File: config.mk
export PLATFORM = sky130hd
export DESIGN_NAME = mole_hit_detector_flat
export DESIGN_NICKNAME = d
export VERILOG_FILES = /design/src/rtl/mole_pkg.sv /design/src/rtl/mole_hit_detector_if.sv /design/src/rtl/mole_hit_detector_sensor_debounce.sv /design/src/rtl/mole_hit_detector.sv /design/src/flat_wrapper.sv
export SDC_FILE = /design/constraint.sdc
export NUM_CORES = 1
export LEC_CHECK = 0
export ABC_AREA = 1
export BUFFER_PORTS_ARGS = -buffer_cell sky130_fd_sc_hd__buf_4
export CORE_ASPECT_RATIO = 0.5
export CORE_MARGIN = 5
export CORE_UTILIZATION = 25
export CTS_CLUSTER_SIZE = 8
export DETAILED_ROUTE_END_ITERATION = 16
export PLACE_DENSITY = 0.43
export SYNTH_ARGS = -nofsm -noshare
export SYNTH_HDL_FRONTEND = slang
export SYNTH_SLANG_ARGS = --single-unit
File: constraint.sdc
create_clock -name clk -period 1.15 [get_ports clk]
set_input_delay 0.115 -clock clk [delete_from_list [all_inputs] [get_ports clk]]
set_output_delay 0.115 -clock clk [all_outputs]
set_load 0.02 [all_outputs]
File: src/rtl/mole_pkg.sv
// Shared types and default sizing for the whack-a-mole hit detector.
// Imported by the interface, the debounce front end and the top level.
package mole_pkg;

    localparam int SYNC_STAGES_DEF     = 2;
    localparam int DEBOUNCE_CYCLES_DEF = 4;
    localparam int RT_WIDTH_DEF        = 8;

    typedef enum logic [1:0] {
        IDLE     = 2'd0,
        ARMED    = 2'd1,
        HIT_HOLD = 2'd2
    } state_t;

    // Width of a counter that must reach n-1; never narrower than one bit.
    function automatic int cnt_width(input int n);
        return (n <= 2) ? 1 : $clog2(n);
    endfunction

endpackage

File: src/rtl/mole_hit_detector_if.sv
// Target-lit input and event outputs between the hit detector (master)
// and the target/score block (slave).
interface mole_hit_detector_if
    import mole_pkg::*;
#(
    parameter int RT_WIDTH = RT_WIDTH_DEF
);

    logic                target_on;
    logic                hit_pulse;
    logic                miss_pulse;
    logic                timeout_pulse;
    logic                react_valid;
    logic [RT_WIDTH-1:0] react_time;

    modport master (
        input  target_on,
        output hit_pulse,
        output miss_pulse,
        output timeout_pulse,
        output react_valid,
        output react_time
    );

    modport slave (
        output target_on,
        input  hit_pulse,
        input  miss_pulse,
        input  timeout_pulse,
        input  react_valid,
        input  react_time
    );

endinterface

File: src/rtl/mole_hit_detector_sensor_debounce.sv
// Sensor front end: synchroniser chain, stability debouncer and a
// one-cycle press event on the rising edge of the debounced level.
module sensor_debounce
    import mole_pkg::*;
#(
    parameter int SYNC_STAGES     = SYNC_STAGES_DEF,
    parameter int DEBOUNCE_CYCLES = DEBOUNCE_CYCLES_DEF
) (
    input  logic clk,
    input  logic rst_n,
    input  logic sensor_raw,
    output logic press_evt,
    output logic db_level
);

    localparam int CW = cnt_width(DEBOUNCE_CYCLES);
    localparam logic [CW-1:0] CNT_LAST = CW'(DEBOUNCE_CYCLES - 1);

    logic [SYNC_STAGES-1:0] sync_q;
    logic [CW-1:0]          cnt_q;
    logic                   db_q;
    logic                   db_prev_q;
    logic                   s;

    assign s = sync_q[SYNC_STAGES-1];

    always_ff @(posedge clk or negedge rst_n) begin
        if (!rst_n) begin
            sync_q <= '0;
        end else begin
            sync_q <= {sync_q[SYNC_STAGES-2:0], sensor_raw};
        end
    end

    // The level only moves after s has disagreed with it for DEBOUNCE_CYCLES
    // consecutive cycles; any agreement in between restarts the count.
    always_ff @(posedge clk or negedge rst_n) begin
        if (!rst_n) begin
            cnt_q     <= '0;
            db_q      <= 1'b0;
            db_prev_q <= 1'b0;
        end else begin
            db_prev_q <= db_q;
            if (s == db_q) begin
                cnt_q <= '0;
            end else if (cnt_q == CNT_LAST) begin
                db_q  <= s;
                cnt_q <= '0;
            end else begin
                cnt_q <= cnt_q + 1'b1;
            end
        end
    end

    assign press_evt = db_q & ~db_prev_q;
    assign db_level  = db_q;

endmodule

File: src/rtl/mole_hit_detector.sv
// Hit classifier: turns debounced presses into hit/miss/timeout pulses and
// measures reaction time from target lit to hit.
//
//   state    | meaning
//   ---------+--------------------------------------------------------
//   IDLE     | target dark; a press is a miss
//   ARMED    | target lit, timer running; a press is a hit
//   HIT_HOLD | target already hit; presses ignored until it goes dark
module mole_hit_detector
    import mole_pkg::*;
#(
    parameter int SYNC_STAGES     = SYNC_STAGES_DEF,
    parameter int DEBOUNCE_CYCLES = DEBOUNCE_CYCLES_DEF,
    parameter int RT_WIDTH        = RT_WIDTH_DEF
) (
    input  logic                  clk,
    input  logic                  rst_n,
    input  logic                  sensor_raw,
    mole_hit_detector_if.master   evt
);

    localparam logic [RT_WIDTH-1:0] TIMER_MAX = '1;

    logic                press_evt;
    state_t              state_q, state_d;
    logic [RT_WIDTH-1:0] timer_q, timer_d;
    logic [RT_WIDTH-1:0] react_q, react_d;
    logic                hit_q, hit_d;
    logic                miss_q, miss_d;
    logic                timeout_q, timeout_d;

    sensor_debounce #(
        .SYNC_STAGES     (SYNC_STAGES),
        .DEBOUNCE_CYCLES (DEBOUNCE_CYCLES)
    ) u_debounce (
        .clk        (clk),
        .rst_n      (rst_n),
        .sensor_raw (sensor_raw),
        .press_evt  (press_evt),
        .db_level   ()
    );

    always_comb begin
        state_d   = state_q;
        timer_d   = timer_q;
        react_d   = react_q;
        hit_d     = 1'b0;
        miss_d    = 1'b0;
        timeout_d = 1'b0;
        case (state_q)
            IDLE: begin
                if (evt.target_on) begin
                    timer_d = '0;
                    // A press landing on the rising edge of target_on is a zero-time hit.
                    if (press_evt) begin
                        hit_d   = 1'b1;
                        react_d = '0;
                        state_d = HIT_HOLD;
                    end else begin
                        state_d = ARMED;
                    end
                end else if (press_evt) begin
                    miss_d = 1'b1;
                end
            end
            ARMED: begin
                timer_d = (timer_q == TIMER_MAX) ? timer_q : timer_q + 1'b1;
                if (press_evt) begin
                    hit_d   = 1'b1;
                    react_d = timer_q;
                    state_d = evt.target_on ? HIT_HOLD : IDLE;
                end else if (!evt.target_on) begin
                    timeout_d = 1'b1;
                    state_d   = IDLE;
                end
            end
            HIT_HOLD: begin
                if (!evt.target_on) begin
                    state_d = IDLE;
                end
            end
            default: begin
                state_d = IDLE;
            end
        endcase
    end

    always_ff @(posedge clk or negedge rst_n) begin
        if (!rst_n) begin
            state_q   <= IDLE;
            timer_q   <= '0;
            react_q   <= '0;
            hit_q     <= 1'b0;
            miss_q    <= 1'b0;
            timeout_q <= 1'b0;
        end else begin
            state_q   <= state_d;
            timer_q   <= timer_d;
            react_q   <= react_d;
            hit_q     <= hit_d;
            miss_q    <= miss_d;
            timeout_q <= timeout_d;
        end
    end

    assign evt.hit_pulse     = hit_q;
    assign evt.react_valid   = hit_q;
    assign evt.miss_pulse    = miss_q;
    assign evt.timeout_pulse = timeout_q;
    assign evt.react_time    = react_q;

endmodule
File: src/flat_wrapper.sv
// flat-port wrapper written by rule: the top's interface ports become plain ports
module mole_hit_detector_flat import mole_pkg::*;
#(
    parameter int SYNC_STAGES     = SYNC_STAGES_DEF,
    parameter int DEBOUNCE_CYCLES = DEBOUNCE_CYCLES_DEF,
    parameter int RT_WIDTH        = RT_WIDTH_DEF
)
  (clk, rst_n, sensor_raw, evt_target_on, evt_hit_pulse, evt_miss_pulse, evt_timeout_pulse, evt_react_valid, evt_react_time);
  mole_hit_detector_if #(.RT_WIDTH(RT_WIDTH)) evt_i ();
  input  logic clk;
  input  logic rst_n;
  input  logic sensor_raw;
  input wire logic [$bits(evt_i.target_on)-1:0] evt_target_on;
  output wire logic [$bits(evt_i.hit_pulse)-1:0] evt_hit_pulse;
  output wire logic [$bits(evt_i.miss_pulse)-1:0] evt_miss_pulse;
  output wire logic [$bits(evt_i.timeout_pulse)-1:0] evt_timeout_pulse;
  output wire logic [$bits(evt_i.react_valid)-1:0] evt_react_valid;
  output wire logic [$bits(evt_i.react_time)-1:0] evt_react_time;
  assign evt_i.target_on = evt_target_on;
  assign evt_hit_pulse = evt_i.hit_pulse;
  assign evt_miss_pulse = evt_i.miss_pulse;
  assign evt_timeout_pulse = evt_i.timeout_pulse;
  assign evt_react_valid = evt_i.react_valid;
  assign evt_react_time = evt_i.react_time;
  mole_hit_detector #(.SYNC_STAGES(SYNC_STAGES), .DEBOUNCE_CYCLES(DEBOUNCE_CYCLES), .RT_WIDTH(RT_WIDTH)) u_core (.clk(clk), .rst_n(rst_n), .sensor_raw(sensor_raw), .evt(evt_i));
endmodule
### After elaboration in Yosys (flattened, before gate mapping)

Cells that the tools add are included.

* register bits: 27
* input port bits: 4
* output and inout bits: 12
* logic and storage cells: 52

* $add $sub $neg: 2
* eq/ne operators: 9
* multiplexer cells: 23
* bitwise operators: 3
* reductions and logical operators: 5

Operators with widths (count)
* 2-to-1 mux 8 bit: 5
* one-hot mux 8 bit (2 select lines): 2
* 2-to-1 mux 2 bit: 7
* adder 8 x 1 -> 8 bit, second input constant: 1
* == test 8 bit, second input constant: 1
* 2-to-1 mux 1 bit: 7
* one-hot mux 2 bit (3 select lines): 1
* == test 2 bit, second input constant: 2
* != test 2 x 1 -> 1 bit, second input constant: 2
* != test 2 bit, second input constant: 2
* AND reduction 4 bit: 1
* AND reduction 3 bit: 1
* adder 2 x 1 -> 2 bit, second input constant: 1
* == test 2 x 1 -> 1 bit, second input constant: 1
* logical NOT 2 bit: 1
* inverter 1 bit: 2
* one-hot mux 1 bit (2 select lines): 1
* AND reduction 2 bit: 1
* nonzero test 2 bit: 1
* bitwise AND 1 bit: 1
* == test 1 bit: 1

### Logic depth before layout (Yosys ltp)

* word-level depth: 5
* depth in mapped cells: 7
* gate-level depth less buffers: 7

### By module

A second synthesis with hierarchy kept.

* cells, all modules: 133
* area total of the unflattened synthesis: 1232.4 µm²

Modules (own cells, without submodules)
* mole_hit_detector: times used 1, cells each 114, area an instance 1021.0 µm², seq. area each 525.5 µm²
* sensor_debounce: times used 1, cells each 19, area an instance 211.5 µm², seq. area each 150.1 µm²

### Worst setup path before layout

No wires, ideal clock.

* kind: flip-flop to flip-flop
* start: reg u_core.timer_q[0]
* end: reg u_core.timer_q[5]
* setup time: 0.126 ns
* arrival: 1.094 ns
* data required time: 1.024 ns
* setup slack: -0.070 ns
* stages on the path, launching flop included: 7
* path buffers: 0
* clock period less this slack: 1.220 ns
* cell sequence: dfrtp_1 ha_1 nand3_2 nor2_4 nand3_4 nand2_4 o21ai_0

* longest elaborated chain between the ends: 3
* elaborated cells on any way between the ends: 6
* classes of those cells: add/sub: 1; eq/ne: 2; mux: 2; reduce/logical: 1

RTL lines
* start, declared: RTL line mole_hit_detector.sv:26 `logic [RT_WIDTH-1:0] timer_q, timer_d;`
* start signal, assigned: RTL line mole_hit_detector.sv:98 `timer_q <= timer_d;`
* adder 8 x 1 -> 8 bit / == test 8 bit (equally long branches): RTL line mole_hit_detector.sv:67 `timer_d = (timer_q == TIMER_MAX) ? timer_q : timer_q + 1'b1;`
* 2-to-1 mux 8 bit / != test 2 bit (equally long branches)
* one-hot mux 8 bit (2 select lines) / AND reduction 3 bit (equally long branches)

Several ways; a longest one is shown, not always the timed one. The select of a mux whose other input is x is not followed.
A chain may end at the register's enable or synchronous reset.

### Worst setup path in the final report

* start: reg u_core.timer_q[0]
* end: reg u_core.timer_q[2]

Same word-level chain as after synthesis.

==> metrics <==
top cells by area, synth=dfrtp_1 (54%), nand2_1 (9.4%), nand3_1 (6.9%); Distinct cells, synth=21; H-tree lvl count=1; post-synthesis sequential area ratio=54.49%; worst-case reg-to-reg path depth=5; Main synth FF type=dfrtp_1; Final Cycle Share=106.4%; Sink Count=27; DR iter-0 viols=73; synthesized cell area=1240 µm²; Worst R2R End=u_core.timer_q[2]; final wirelength=2.771 mm; Starting Density=25.49%; leakage power=0.8218 nW; Die X=109.6 µm; CP startpoint kind=flip-flop; worst-path fanout max=2; Power Dens Cells=1988 nW/µm²; worst slew pin tran=0.3539 ns; clock slew at reported path FFs=0.09 ns; Reg-to-Reg Start=u_core.timer_q[0]; xor and xnor area share after synthesis=1.413%; I/O Buffers=15; vias after detailed routing=996; largest net degree at the start of global routing=28; Fmax=817.6 MHz; Root Buffer=clkbuf_8; Max transition margin=76.41%; Final Max Tran Viols=0; hold depth=2; IO Pins=16; CTS buffer count=3; Post-synth top cells=nand2_1 (31), dfrtp_1 (27), nand3_1 (17), inv_1 (14), o21ai_0 (13); filler instances=526; number of remaining DRC errors=0; async set-reset flop share out of synthesis=100.0%; first-pass GRT wire length=4.505 mm; vias in the first global route=936; WP data required=1.32 ns; Hold Path Origin=evt_target_on; Final Util=35.24%; mux cell area share after synthesis=0%; Antenna Cells=0; synth warn=0; Synth Net Count=139; Compound-Gate Fraction of Synth Area=7.770%; setup TNS=-0.8442 ns; die area=6554 µm²; met1 wire length=1.431 mm; gr ovfl total=0; Final nets=179; Clock Latency Late Sink=0.27 ns; Final Worst Setup Slack=-0.07314 ns; RD Place Congestion=0.7991; Final Setup Violations=16; Synth top area share=54.49%; adder-cell share of the synthesized area=2.018%; Worst EP arrival=1.40 ns; CP Class=flip-flop to flip-flop; CTS Buffer Depth=2; outcome=finished with violations; failing checks=setup timing; total power=3.407 mW; Site Rows=18; Die Ht=59.80 µm; GR Util All Layers=8.836%; routed wl met3=103 µm; hpwl dp=1.976 mm; largest family of logic cells by synthesized area=simple AND/OR/NAND/NOR gates; Worst IR Drop VDD=602.6 µV; EDFF count, synth=0; area post-placement=1535 µm²; Simple-Gate Fraction of Synth Area=28.56%; RSZ-0062 raised after global routing=true; CTS tree=built; highest metal used=met4; Syn Inst Count=133; top-count cell post-synth=nand2_1; share of layout cells above drive strength 1=34.88%; syn_area_per_cell=9.323 µm²; Final Cell Area=1714 µm²; max-cap viol count=0; Area Growth Syn to Fin=38.24%; Core Area=4865 µm²; Final ANT Viol Nets=0; synthesis-stage register bit count=27; metal2 WL=1.225 mm; hold worst-path end=u_core.evt.miss_pulse; Synth area leader=dfrtp_1; drt first pass iters=4; Hold WC Path Type=input pin to flip-flop; Worst setup EP type=flip-flop; Worst R2R Setup Slack=-0.07 ns; vias per cell=4.116; Routed WL per cell=11.45 µm; Final Hold Viols=0; min Tclk post-route=1.223 ns; initial antenna violation count=0; clk_skew=0.003025 ns
final cells by class:
type	instances	area, µm²	share of cell area (%)
Clock buffer	4	45.04	2.628
Inverter	15	60.06	3.504
Multi-Input combinational cell	90	558.0	32.55
Sequential cell	27	678.2	39.56
Tap cell	70	87.58	5.110
Timing Repair Buffer	35	280.3	16.35
Timing Repair inverter	1	5.005	0.2920
kinds of logic after synthesis:
| logic type | count (synthesis) |
|---|---|
| flip-flops | 27 |
| adder cells (fa/ha/maj) | 2 |
| buffers and inverters | 17 |
| XOR/XNOR | 2 |
| AND/OR/NAND/NOR | 68 |
| AO/OA/AOI/OAI | 17 |
report_power, final:
group,switching [mW],total [mW],internal (mW)
clock network,0.293,0.541,0.248
registers,0.175,1.35,1.17
logic,0.876,1.52,0.641
total,1.34,3.41,2.06
how the worst max path moves through the flow:
stage / slack, ns / cells past startpoint / end / startpoint
floorplan: -0.07 / 6 / u_core.timer_q[5] / u_core.timer_q[0]
global route: -0.18 / 7 / u_core.timer_q[2] / u_core.timer_q[0]
global placement: -0.13 / 5 / u_core.timer_q[0] / u_core.timer_q[0]
detailed placement: -0.15 / 5 / u_core.timer_q[0] / u_core.timer_q[0]
finish: -0.07 / 5 / u_core.timer_q[2] / u_core.timer_q[0]
CTS: -0.08 / 7 / u_core.timer_q[5] / u_core.timer_q[0]
cell usage in the layout, fill, tap and decap left out, types with 3 or more instances in the layout:
| cell type | synthesis | final |
|---|---|---|
| nand3_2 | 1 | 6 |
| nor2_4 | 3 | 4 |
| buf_4 | 2 | 32 |
| nor2_1 | 7 | 7 |
| nand3_1 | 17 | 11 |
| nor3_1 | 4 | 4 |
| clkbuf_8 | 0 | 3 |
| o21ai_1 | 0 | 10 |
| dfrtp_1 | 27 | 25 |
| o21ai_0 | 13 | 3 |
| nand2_1 | 31 | 31 |
| inv_1 | 14 | 12 |
per-layer routing:
layer	global-route usage, %	vias to the layer above
met4	1.599	0
met1	13.06	464
li1	-	516
met2	13.10	14
met5	0	-
met3	2.265	2
worst max-delay path, cell delays in order (launching register included):
cell and delay [ns]:
dfrtp_1 0.42, ha_4 0.18, buf_4 0.13, or2_2 0.27
nand3_2 0.07, nand2_1 0.05
through the flow:
step / cells / hold WS (ns) / worst slack (ns)
2_1_floorplan: 133 / -0.1806 / -0.07010
3_3_place_gp: 229 / 0.06066 / -0.1277
3_5_place_dp: 229 / 0.06176 / -0.1467
4_1_cts: 237 / 0.03206 / -0.08373
5_1_grt: 242 / 0.03568 / -0.1764
6_report: 242 / 0.03928 / -0.07314
timing repair:
action | 4_1_cts | 5_1_grt
endpoints found under the hold margin | 28 | 0
cloned | 0 | 2
pin swaps | 2 | 1
buffers inserted | 2 | 3
resized for setup | 7 | 17
hold buffers | 2 | 0
endpoints found under the setup margin | 16 | 16
state kept, by name, summed over array words and instances, names as in the netlist:
name                         count
u_core.state_q                   2
u_core.evt.miss_pulse            1
u_core.evt.timeout_pulse         1
u_core.u_debounce.sync_q         2
u_core.timer_q                   8
u_core.evt.hit_pulse             1
u_core.evt.react_time            8
u_core.u_debounce.db_prev_q      1
u_core.u_debounce.cnt_q          2
u_core.u_debounce.db_level       1
No activity file was read; power rests on OpenSTA's default activity.
